`src/rtl/hazard_bypass_unit_if.sv`:
```
// hazard_bypass_unit_if: ID/EX/MEM/load-response hazard bus between the pipeline and the bypass unit
interface hazard_bypass_unit_if #(
  parameter int REGFILE_ADDR_WIDTH = 5,
  parameter int NUM_SRC = 2,
  parameter int STALL_CNT_WIDTH = 16
);
  logic id_valid;
  logic [NUM_SRC*REGFILE_ADDR_WIDTH-1:0] id_rs_addr;
  logic [NUM_SRC-1:0] id_src_is_imm;
  logic id_is_load;
  logic [REGFILE_ADDR_WIDTH-1:0] id_rd_addr;
  logic ex_valid;
  logic ex_wr_en;
  logic ex_is_load;
  logic [REGFILE_ADDR_WIDTH-1:0] ex_rd_addr;
  logic mem_valid;
  logic mem_wr_en;
  logic mem_is_load;
  logic [REGFILE_ADDR_WIDTH-1:0] mem_rd_addr;
  logic load_rsp_valid;
  logic [REGFILE_ADDR_WIDTH-1:0] load_rsp_rd_addr;
  logic flush;
  logic [2*NUM_SRC-1:0] forward_sel;
  logic stall;
  logic [3:0] outstanding;
  logic [STALL_CNT_WIDTH-1:0] stall_count;
  logic sb_error;
  modport master (
    output id_valid, id_rs_addr, id_src_is_imm, id_is_load, id_rd_addr,
           ex_valid, ex_wr_en, ex_is_load, ex_rd_addr,
           mem_valid, mem_wr_en, mem_is_load, mem_rd_addr,
           load_rsp_valid, load_rsp_rd_addr, flush,
    input  forward_sel, stall, outstanding, stall_count, sb_error
  );
  modport slave (
    input  id_valid, id_rs_addr, id_src_is_imm, id_is_load, id_rd_addr,
           ex_valid, ex_wr_en, ex_is_load, ex_rd_addr,
           mem_valid, mem_wr_en, mem_is_load, mem_rd_addr,
           load_rsp_valid, load_rsp_rd_addr, flush,
    output forward_sel, stall, outstanding, stall_count, sb_error
  );
endinterface

```
`src/rtl/hazard_bypass_unit.sv`:
```
// hazard_bypass_unit: operand bypass select, load scoreboard and ID stall generation
module hazard_bypass_unit #(
  parameter int REGFILE_ADDR_WIDTH = 5,
  parameter int NUM_SRC = 2,
  parameter int MAX_OUTSTANDING = 2,
  parameter int STALL_CNT_WIDTH = 16
) (
  input  logic Clk,
  input  logic Reset_n,
  hazard_bypass_unit_if.slave bus
);
  localparam int W = REGFILE_ADDR_WIDTH;
  localparam int NREG = 1 << W;
  logic [NREG-1:0] pending_q, pending_d;
  logic [3:0] outstanding_q, outstanding_d;
  logic [STALL_CNT_WIDTH-1:0] stall_count_q, stall_count_d;
  logic sb_error_q, sb_error_d;
  logic [2*NUM_SRC-1:0] fwd;
  logic [NUM_SRC-1:0] src_stall;
  logic issue, rsp_hit, rsp_bad, cap_stall, waw_stall, stall;
  genvar s;
  for (s = 0; s < NUM_SRC; s++) begin : g_src
    logic [W-1:0] a;
    logic need, ex_hit, mem_hit, pend, rsp_m;
    assign a = bus.id_rs_addr[s*W +: W];
    assign need = bus.id_valid & ~bus.id_src_is_imm[s] & |a;
    assign ex_hit = bus.ex_valid & bus.ex_wr_en & (bus.ex_rd_addr == a);
    assign mem_hit = bus.mem_valid & bus.mem_wr_en & ~bus.mem_is_load & (bus.mem_rd_addr == a);
    assign pend = pending_q[a];
    assign rsp_m = bus.load_rsp_valid & (bus.load_rsp_rd_addr == a);
    // youngest producer wins; a MEM load falls through to the scoreboard check
    assign fwd[2*s +: 2] = !need ? 2'b00 :
                           ex_hit ? (bus.ex_is_load ? 2'b00 : 2'b10) :
                           mem_hit ? 2'b01 :
                           (pend & rsp_m) ? 2'b11 : 2'b00;
    assign src_stall[s] = need & (ex_hit ? bus.ex_is_load : ~mem_hit & pend & ~rsp_m);
  end
  assign issue = bus.ex_valid & bus.ex_is_load & bus.ex_wr_en & |bus.ex_rd_addr & ~bus.flush;
  assign rsp_hit = bus.load_rsp_valid & pending_q[bus.load_rsp_rd_addr];
  assign rsp_bad = bus.load_rsp_valid & ~pending_q[bus.load_rsp_rd_addr];
  assign cap_stall = bus.id_valid & bus.id_is_load & (outstanding_q == 4'(MAX_OUTSTANDING)) & ~rsp_hit;
  assign waw_stall = bus.id_valid & bus.id_is_load & pending_q[bus.id_rd_addr];
  assign stall = (|src_stall | cap_stall | waw_stall) & ~bus.flush;
  always_comb begin
    pending_d = pending_q;
    if (rsp_hit) pending_d[bus.load_rsp_rd_addr] = 1'b0;
    if (issue) pending_d[bus.ex_rd_addr] = 1'b1;
  end
  assign outstanding_d = outstanding_q + {3'b000, issue} - {3'b000, rsp_hit};
  assign stall_count_d = (stall & ~&stall_count_q) ? stall_count_q + 1'b1 : stall_count_q;
  assign sb_error_d = sb_error_q | rsp_bad;
  always_ff @(posedge Clk or negedge Reset_n) begin
    if (!Reset_n) begin
      pending_q <= '0;
      outstanding_q <= '0;
      stall_count_q <= '0;
      sb_error_q <= 1'b0;
    end else begin
      pending_q <= pending_d;
      outstanding_q <= outstanding_d;
      stall_count_q <= stall_count_d;
      sb_error_q <= sb_error_d;
    end
  end
  assign bus.forward_sel = fwd;
  assign bus.stall = stall;
  assign bus.outstanding = outstanding_q;
  assign bus.stall_count = stall_count_q;
  assign bus.sb_error = sb_error_q;
endmodule

```
`src/flat_wrapper.sv`:
```
// flat-port wrapper written by rule: the top's interface ports become plain ports
module hazard_bypass_unit_flat 
#(
  parameter int REGFILE_ADDR_WIDTH = 5,
  parameter int NUM_SRC = 2,
  parameter int MAX_OUTSTANDING = 2,
  parameter int STALL_CNT_WIDTH = 16
)
  (Clk, Reset_n, bus_id_valid, bus_id_rs_addr, bus_id_src_is_imm, bus_id_is_load, bus_id_rd_addr, bus_ex_valid, bus_ex_wr_en, bus_ex_is_load, bus_ex_rd_addr, bus_mem_valid, bus_mem_wr_en, bus_mem_is_load, bus_mem_rd_addr, bus_load_rsp_valid, bus_load_rsp_rd_addr, bus_flush, bus_forward_sel, bus_stall, bus_outstanding, bus_stall_count, bus_sb_error);
  hazard_bypass_unit_if #(.REGFILE_ADDR_WIDTH(REGFILE_ADDR_WIDTH), .NUM_SRC(NUM_SRC), .STALL_CNT_WIDTH(STALL_CNT_WIDTH)) bus_i ();
  input  logic Clk;
  input  logic Reset_n;
  input wire logic [$bits(bus_i.id_valid)-1:0] bus_id_valid;
  input wire logic [$bits(bus_i.id_rs_addr)-1:0] bus_id_rs_addr;
  input wire logic [$bits(bus_i.id_src_is_imm)-1:0] bus_id_src_is_imm;
  input wire logic [$bits(bus_i.id_is_load)-1:0] bus_id_is_load;
  input wire logic [$bits(bus_i.id_rd_addr)-1:0] bus_id_rd_addr;
  input wire logic [$bits(bus_i.ex_valid)-1:0] bus_ex_valid;
  input wire logic [$bits(bus_i.ex_wr_en)-1:0] bus_ex_wr_en;
  input wire logic [$bits(bus_i.ex_is_load)-1:0] bus_ex_is_load;
  input wire logic [$bits(bus_i.ex_rd_addr)-1:0] bus_ex_rd_addr;
  input wire logic [$bits(bus_i.mem_valid)-1:0] bus_mem_valid;
  input wire logic [$bits(bus_i.mem_wr_en)-1:0] bus_mem_wr_en;
  input wire logic [$bits(bus_i.mem_is_load)-1:0] bus_mem_is_load;
  input wire logic [$bits(bus_i.mem_rd_addr)-1:0] bus_mem_rd_addr;
  input wire logic [$bits(bus_i.load_rsp_valid)-1:0] bus_load_rsp_valid;
  input wire logic [$bits(bus_i.load_rsp_rd_addr)-1:0] bus_load_rsp_rd_addr;
  input wire logic [$bits(bus_i.flush)-1:0] bus_flush;
  output wire logic [$bits(bus_i.forward_sel)-1:0] bus_forward_sel;
  output wire logic [$bits(bus_i.stall)-1:0] bus_stall;
  output wire logic [$bits(bus_i.outstanding)-1:0] bus_outstanding;
  output wire logic [$bits(bus_i.stall_count)-1:0] bus_stall_count;
  output wire logic [$bits(bus_i.sb_error)-1:0] bus_sb_error;
  assign bus_i.id_valid = bus_id_valid;
  assign bus_i.id_rs_addr = bus_id_rs_addr;
  assign bus_i.id_src_is_imm = bus_id_src_is_imm;
  assign bus_i.id_is_load = bus_id_is_load;
  assign bus_i.id_rd_addr = bus_id_rd_addr;
  assign bus_i.ex_valid = bus_ex_valid;
  assign bus_i.ex_wr_en = bus_ex_wr_en;
  assign bus_i.ex_is_load = bus_ex_is_load;
  assign bus_i.ex_rd_addr = bus_ex_rd_addr;
  assign bus_i.mem_valid = bus_mem_valid;
  assign bus_i.mem_wr_en = bus_mem_wr_en;
  assign bus_i.mem_is_load = bus_mem_is_load;
  assign bus_i.mem_rd_addr = bus_mem_rd_addr;
  assign bus_i.load_rsp_valid = bus_load_rsp_valid;
  assign bus_i.load_rsp_rd_addr = bus_load_rsp_rd_addr;
  assign bus_i.flush = bus_flush;
  assign bus_forward_sel = bus_i.forward_sel;
  assign bus_stall = bus_i.stall;
  assign bus_outstanding = bus_i.outstanding;
  assign bus_stall_count = bus_i.stall_count;
  assign bus_sb_error = bus_i.sb_error;
  hazard_bypass_unit #(.REGFILE_ADDR_WIDTH(REGFILE_ADDR_WIDTH), .NUM_SRC(NUM_SRC), .MAX_OUTSTANDING(MAX_OUTSTANDING), .STALL_CNT_WIDTH(STALL_CNT_WIDTH)) u_core (.Clk(Clk), .Reset_n(Reset_n), .bus(bus_i));
endmodule
```
`config.mk`:
```
export PLATFORM = sky130hd
export DESIGN_NAME = hazard_bypass_unit_flat
export DESIGN_NICKNAME = d
export VERILOG_FILES = /design/src/rtl/hazard_bypass_unit_if.sv /design/src/rtl/hazard_bypass_unit.sv /design/src/flat_wrapper.sv
export SDC_FILE = /design/constraint.sdc
export NUM_CORES = 1
export LEC_CHECK = 0
export CAP_MARGIN = 40
export CORE_MARGIN = 4
export CORE_UTILIZATION = 30
export DETAILED_ROUTE_END_ITERATION = 8
export PLACE_DENSITY = 0.58
export REMOVE_ABC_BUFFERS = 1
export SLEW_MARGIN = 40
export SYNTH_ARGS = -nofsm -noshare
export SYNTH_HDL_FRONTEND = slang
export SYNTH_SLANG_ARGS = --single-unit
```
`constraint.sdc`:
```
create_clock -name Clk -period 5.9 [get_ports Clk]
set_input_delay 1.475 -clock Clk [delete_from_list [all_inputs] [get_ports Clk]]
set_output_delay 1.475 -clock Clk [all_outputs]
set_load 0.01 [all_outputs]
```
==> out/metrics.cfg, run 1 <==
[die]
dieArea_sq_um = 15500
die_y_um = 124
dieWidth_um = 124
core_region_area_sq_um = 13200
row_count = 42
io_pins = 70
initial_core_util_pct = 30.7

[power]
leakagePower_nw = 2.15
combPwrFrac_pct = 32.4
ir_worst_vdd_uv = 97.0
pwr_density_cell_nw_per_um2 = 215
seqPwrFrac_pct = 41.3
clkPwrFrac_pct = 26.3
p_sw_share_pct = 32.0
intPower_w = 0.000767
power_switching_w = 0.000361

[timing]
drv_slew = 0
fin_skew_ns = 0.00713
setup_viol = 0
max-slew-margin-rel_pct = 55.5
setup-tns-final_ns = 0
rsz0062_at_grt = false
period_share_pct = 96.4
worstMarginPinSlew_ns = 0.668
min_period_ns = 5.68
hold_viol_final = 0
fmax_mhz = 176
hold_ws_ns = 0.462

[synth]
syn_inst = 411
synthArstFlopShare_pct = 100
yosys_warnings = 0
syn_area_sq_um = 4060
ys_ff_latch = 53
synth_cell_type_count = 54
avgSynthCellArea_sq_um = 9.89
synthFlopType = dfrtp_1
synth_edf_count = 0
yosysSeqAreaShare_pct = 32.6

[min_path]
hold_path_class = reg2reg

[worst_setup_path]
critical_path.endpoint = bus_forward_sel[3]
path_max_fanout = 12
rr_worst_depth = 12
reg2reg_to = u_core.bus.outstanding[2]$_DFF_PN0_
r2r-start = u_core.pending_q[30]$_DFF_PN0_
path_class = in2out
regToRegSetupSlack_ns = 2.88
start_kind = input pin
timing.critical_path.from = bus_id_rs_addr[6]
timing.critical_path.to_type = output port
arrival_ns = 4.21
crit_required_ns = 4.43

[clock_network]
htree_levels = 2
path_clk_slew_ns = 0.07
cts_buffer_depth = 2
tritoncts = built
clkLatencyLatePin_ns = 0.30
cts_setup_buffers = 0
ctsRootBufferMaster = clkbuf_16
cts_sinks = 53
numCtsBuffers = 5

[global_route]
track_usage_pct = 16.9
grt_start_max_net_pins = 54
grt_pass1_vias = 3809
grt_pass1_wl_mm = 21.3
grt-ovfl-total = 0
antenna_found_initial = 0

[placement]
port_buffers = 69
dp_hpwl_mm = 10.1
gp_congestion = 0.913

[finish]
antenna_cells = 0
fillers = 1311
syn2layout_area_growth_pct = 29.4
fin_util_pct = 39.7
drive_above_1_share_pct = 16.6
fin_nets = 539

[routing]
routed_wl_mm = 13.1
drt-initial-drc-count = 396
drc = 0
firstDrtPassIters = 5
wl_per_cell_um = 19.7
vias = 3669
ant_nets = 0
drt-vias-per-instance = 5.52

[outcome]
status = complete, no violations

[flow_run]
max_cap_viol_count = 0

## what timing repair did
action / CTS / global route
hold endpoints to repair: 0 / 0
hold buffers: 0 / 0
endpoints found under the setup margin: 0 / 1
resized for setup: 0 / 2
## power by group through the flow
stage | clock network [W] | logic, W | registers [W]
global route | 0.000318 | 0.000407 | 0.000474
CTS | 0.000305 | 0.000369 | 0.000465
global placement | 0 | 0.000355 | 0.000471
finish | 0.000297 | 0.000366 | 0.000466
detailed placement | 0 | 0.000368 | 0.000473
floorplan | 0 | 0.000175 | 0.000465
## area by class of cell
type | instances | area (sq um) | share of cell area, %
multi-input cells | 318 | 2570 | 48.9
flip-flops and latches | 53 | 1330 | 25.2
repair buffers | 96 | 941 | 17.9
well taps | 176 | 220 | 4.19
clock buffers | 5 | 125 | 2.38
inverters | 14 | 52.6 | 1.00
clock inverters | 3 | 21.3 | 0.405
## registers in the layout (all words and copies together), names as in the netlist
signal,cells
u_core.bus.outstanding,4
u_core.bus.sb_error,1
u_core.bus.stall_count,16
u_core.pending_q,32
## per-layer routing
| metal | global-route usage [%] | wire [um] | vias to the layer above |
|---|---|---|---|
| li1 | - | - | 1665 |
| met1 | 22.5 | 5400 | 1812 |
| met2 | 28.0 | 6460 | 169 |
| met3 | 3.09 | 914 | 23 |
| met4 | 5.42 | 314 | 0 |
| met5 | 0 | 0 | - |
## placed cells by master, fill, tap and decap left out, types with 5 or more instances in the layout
cell type	Yosys	routed
mux2i_1	11	11
clkdlybuf4s50_1	0	67
dfrtp_1	53	53
inv_1	14	14
mux4_2	27	27
nand2_1	21	21
nor2_1	21	20
and3_1	5	5
nor2b_1	7	7
nand4_1	5	5
xor2_1	35	35
nand3_1	14	14
ha_1	6	6
clkbuf_16	0	5
xnor2_1	12	12
nand3b_1	9	9
nand2b_1	6	6
nor3_1	10	10
o21ai_0	62	62
buf_4	0	23
mux2_2	9	9
nor3b_1	5	5
## worst min-delay path by stage
| stage | endpoint | cells after the start | from |
|---|---|---|---|
| after floorplan | u_core.bus.sb_error$_DFF_PN0_ | 1 | u_core.bus.sb_error$_DFF_PN0_ |
| after global placement | u_core.bus.sb_error$_DFF_PN0_ | 1 | u_core.bus.sb_error$_DFF_PN0_ |
| after detailed placement | u_core.bus.sb_error$_DFF_PN0_ | 1 | u_core.bus.sb_error$_DFF_PN0_ |
| after CTS | u_core.bus.sb_error$_DFF_PN0_ | 1 | u_core.bus.sb_error$_DFF_PN0_ |
| after global routing | u_core.bus.sb_error$_DFF_PN0_ | 1 | u_core.bus.sb_error$_DFF_PN0_ |
| final | u_core.bus.sb_error$_DFF_PN0_ | 1 | u_core.bus.sb_error$_DFF_PN0_ |
## metrics by stage
stage	cell area [sq um]	total power [W]	setup WS, ns	cells
final	5260	0.00113	0.215	665
after global routing	5260	0.00120	0.141	665
after CTS	5250	0.00114	0.00602	665
after detailed placement	5110	0.000840	0.0193	657
after global placement	5110	0.000826	0.0206	657
after floorplan	3950	0.000640	1.35	385
## critical path, stage by stage
cell	delay (ns)
clkdlybuf4s50_1	0.50
buf_12	0.17
mux4_2	0.50
mux2_2	0.28
mux4_2	0.50
nand2b_1	0.13
o22a_1	0.15
nor2_1	0.04
clkdlybuf4s50_1	0.47
## synthesized netlist by cell type (3+ instances only)
master / instances / area share [%]
dfrtp_1: 53 / 33
and3_1: 5 / 0.77
o31a_1: 3 / 0.65
mux2_2: 9 / 2.5
a21oi_1: 3 / 0.37
nor4_1: 4 / 0.62
o21ai_0: 62 / 7.6
nor2_1: 21 / 1.9
or3b_2: 3 / 0.65
nand3b_1: 9 / 1.7
or3_1: 4 / 0.62
nand2_1: 21 / 1.9
nor3b_1: 5 / 0.92
clkbuf_1: 14 / 1.3
mux4_2: 27 / 15
nor2b_1: 7 / 1.1
nand4_1: 5 / 0.77
xnor2_1: 12 / 2.6
ha_1: 6 / 1.8
nor3_1: 10 / 1.2
nand2b_1: 6 / 0.92
xor2_1: 35 / 7.5
buf_1: 7 / 0.65
inv_1: 14 / 1.3
buf_2: 3 / 0.37
nand3_1: 14 / 1.7
mux2i_1: 11 / 2.7
## kinds of logic after synthesis
| logic type | count (synthesis) | synth area share (%) |
|---|---|---|
| and+or+nand+nor | 125 | 16.9 |
| AOI/OAI and AO/OA | 92 | 13.7 |
| DFF | 53 | 32.6 |
| xor gates and xnor gates | 47 | 10.1 |
| muxes | 47 | 20.2 |
| buffers and inverters | 40 | 4.16 |
| adders and majority gates | 7 | 2.34 |
Note: power is estimated with default switching activity, not from simulation.
==> run 2: changes to the inputs <==
--- a/config.mk
+++ b/config.mk
@@ -9,6 +9,7 @@
 export CORE_MARGIN = 4
 export CORE_UTILIZATION = 30
 export DETAILED_ROUTE_END_ITERATION = 8
+export GPL_TIMING_DRIVEN = 0
 export PLACE_DENSITY = 0.58
 export REMOVE_ABC_BUFFERS = 1
 export SLEW_MARGIN = 40
==> out/metrics.cfg, run 2 (synthesized netlist as in run 1, its figures left out) <==
[outcome]
status = complete, no violations

[worst_setup_path]
reg2reg_to = u_core.bus.outstanding[2]$_DFF_PN0_
start_kind = input pin
max_stage_delay_ns = 0.57  ; +0.07 ns
path_depth = 9  ; unchanged
crit_chain = clkbuf_4, mux4_2, a22oi_1, nand3_1, o21ai_1, a32o_1, nor2_1, nor2_1, clkdlybuf4s50_1
r2r-start = u_core.pending_q[3]$_DFF_PN0_
cp_num_buf_inv = 2  ; -1
timing.critical_path.from = bus_load_rsp_rd_addr[0]
cp_top_family = compound AO/OA/AOI/OAI gates
path_max_fanout = 18  ; +6
path_class = in2out
cp_slowest_cell = clkdlybuf4s50_1
crit_required_ns = 4.43  ; about the same
regToRegSetupSlack_ns = 2.83  ; -0.05 ns
arrival_ns = 4.23  ; +0.02 ns
rr_worst_depth = 11  ; -1
critical_path.most_common_cell = nor2_1
timing.critical_path.to_type = output port

[global_route]
antenna_found_initial = 0  ; unchanged
gr-usage-met3_pct = 3.39  ; +0.30 points
grt_pass1_wl_mm = 20.4  ; -4.0%
track_usage_pct = 16.4  ; -0.48 points
grt_start_max_net_pins = 34  ; -37%
grtUsageMet2_pct = 26.6  ; -1.4 points
use_met1_pct = 21.8  ; -0.65 points
busiest_layer = met2
grt_pass1_vias = 3545  ; -6.9%
grt-ovfl-total = 0  ; unchanged

[finish]
antenna_cells = 0  ; unchanged
largest-register = u_core.pending_q
drive_above_1_share_pct = 13.0  ; -3.6 points
fin_nets = 513  ; -4.8%
design_area_sq_um = 5030  ; -4.3%
syn2layout_area_growth_pct = 23.8
layout_common_cells = o21ai_0 (62), clkdlybuf4s50_1 (54), dfrtp_1 (53), xor2_1 (35), mux4_2 (27)
layout_commonest_cell = o21ai_0
largest_register_ffs = 32  ; unchanged

[routing]
drc = 0  ; unchanged
routed_wl_mm = 12.7  ; -2.6%
drt-initial-drc-count = 280  ; -29%
firstDrtPassIters = 5  ; unchanged
wl_per_cell_um = 19.9  ; +1.3%
drt-vias-per-instance = 5.55  ; +0.64%
ant_nets = 0  ; unchanged
vias = 3548  ; -3.3%

[die]
row_count = 42  ; unchanged
dieArea_sq_um = 15500  ; unchanged
core_region_area_sq_um = 13200  ; unchanged
die_y_um = 124  ; unchanged
initial_core_util_pct = 30.7  ; unchanged
io_pins = 70  ; unchanged
dieWidth_um = 124  ; unchanged

[clock_network]
ctsRootBufferMaster = clkbuf_16
tritoncts = built
path_clk_slew_ns = 0.07  ; about the same
htree_levels = 2  ; unchanged
clkLatencyLatePin_ns = 0.30  ; about the same
cts_setup_buffers = 0  ; unchanged
cts_buffer_depth = 2  ; unchanged
numCtsBuffers = 5  ; unchanged
cts_sinks = 53  ; unchanged

[timing]
period_share_pct = 96.8  ; +0.41 points
fin_skew_ns = 0.00675  ; -0.000378 ns
drv_slew = 0  ; unchanged
fmax_mhz = 175  ; -0.42%
max-slew-margin-rel_pct = 48.8  ; -6.7 points
setup-tns-final_ns = 0  ; unchanged
worstMarginPinSlew_ns = 0.768  ; +0.101 ns
setup_viol = 0  ; unchanged
min_period_ns = 5.71  ; +0.0240 ns
rsz0062_at_grt = false
hold_viol_final = 0  ; unchanged

[flow_run]
max_cap_viol_count = 0  ; unchanged

[min_path]
hold_path_class = reg2reg
hp-start = u_core.bus.sb_error$_DFF_PN0_
hold_depth = 1  ; unchanged
worst_hold_path.endpoint = u_core.bus.sb_error$_DFF_PN0_

[power]
ir_worst_vdd_uv = 97.9  ; +0.88%
p_total_w = 0.00113  ; about the same
pwr_density_cell_nw_per_um2 = 224  ; +4.6%
leakagePower_nw = 2.06  ; -4.0%

[placement]
dp_hpwl_mm = 9.34  ; -7.2%
gp_congestion = 0.824  ; -9.7%
place_area_sq_um = 4870  ; -4.7%
port_buffers = 69  ; unchanged

[run 2: per-stage QoR]
stage                     setup WS [ns]  std cells  utilization [%]  hold slack (ns)
final                             0.191        639             38.0            0.455
after global routing             0.0118        639             38.0            0.504
after CTS                       0.00795        639             37.9            0.462
after detailed placement         -0.515        631             36.7            0.447
after global placement           -0.666        630             36.7            0.446
after floorplan                    1.35        385                -            0.493
[run 2: area by class of cell]
| class | count | area (sq um) |
|---|---|---|
| Multi-Input combinational cell | 318 | 2570 |
| Inverter | 14 | 52.6 |
| Tap cell | 176 | 220 |
| Fill cell | 1329 | 8210 |
| Clock buffer | 7 | 153 |
| Sequential cell | 53 | 1330 |
| Clock inverter | 1 | 8.76 |
| Timing Repair Buffer | 70 | 697 |
[run 2: layer usage]
| layer | up-vias | wire (um) |
|---|---|---|
| li1 | 1616 | - |
| met1 | 1769 | 5490 |
| met2 | 136 | 6080 |
| met3 | 27 | 804 |
| met4 | 0 | 371 |
| met5 | - | 0 |
[run 2: worst max path at each step]
stage / slack (ns) / end
final: 0.19 / bus_stall
after global routing: 0.01 / bus_stall
after CTS: 0.008 / bus_stall
after detailed placement: -0.51 / bus_stall
after global placement: -0.67 / bus_stall
after floorplan: 1.35 / bus_stall
[run 2: power breakdown]
part	internal, W	switching (W)
sequential	0.000408	0.0000520
clock	0.000183	0.000141
combinational	0.000183	0.000162
total	0.000774	0.000355
[run 2: repair_timing]
action                                  in CTS  in global routing
endpoints found under the setup margin       5                  2
hold buffers                                 0                  0
resized for setup                            8                 12
pin swaps                                    0                  0
==> run 3: changes to the inputs <==
--- a/config.mk
+++ b/config.mk
@@ -10,6 +10,7 @@
 export CORE_UTILIZATION = 30
 export DETAILED_ROUTE_END_ITERATION = 8
 export GPL_TIMING_DRIVEN = 0
+export HOLD_SLACK_MARGIN = 0.06
 export PLACE_DENSITY = 0.58
 export REMOVE_ABC_BUFFERS = 1
 export SLEW_MARGIN = 40
==> results of run 3 <==
Final layout, timing and power as in run 2 (identical DEF).
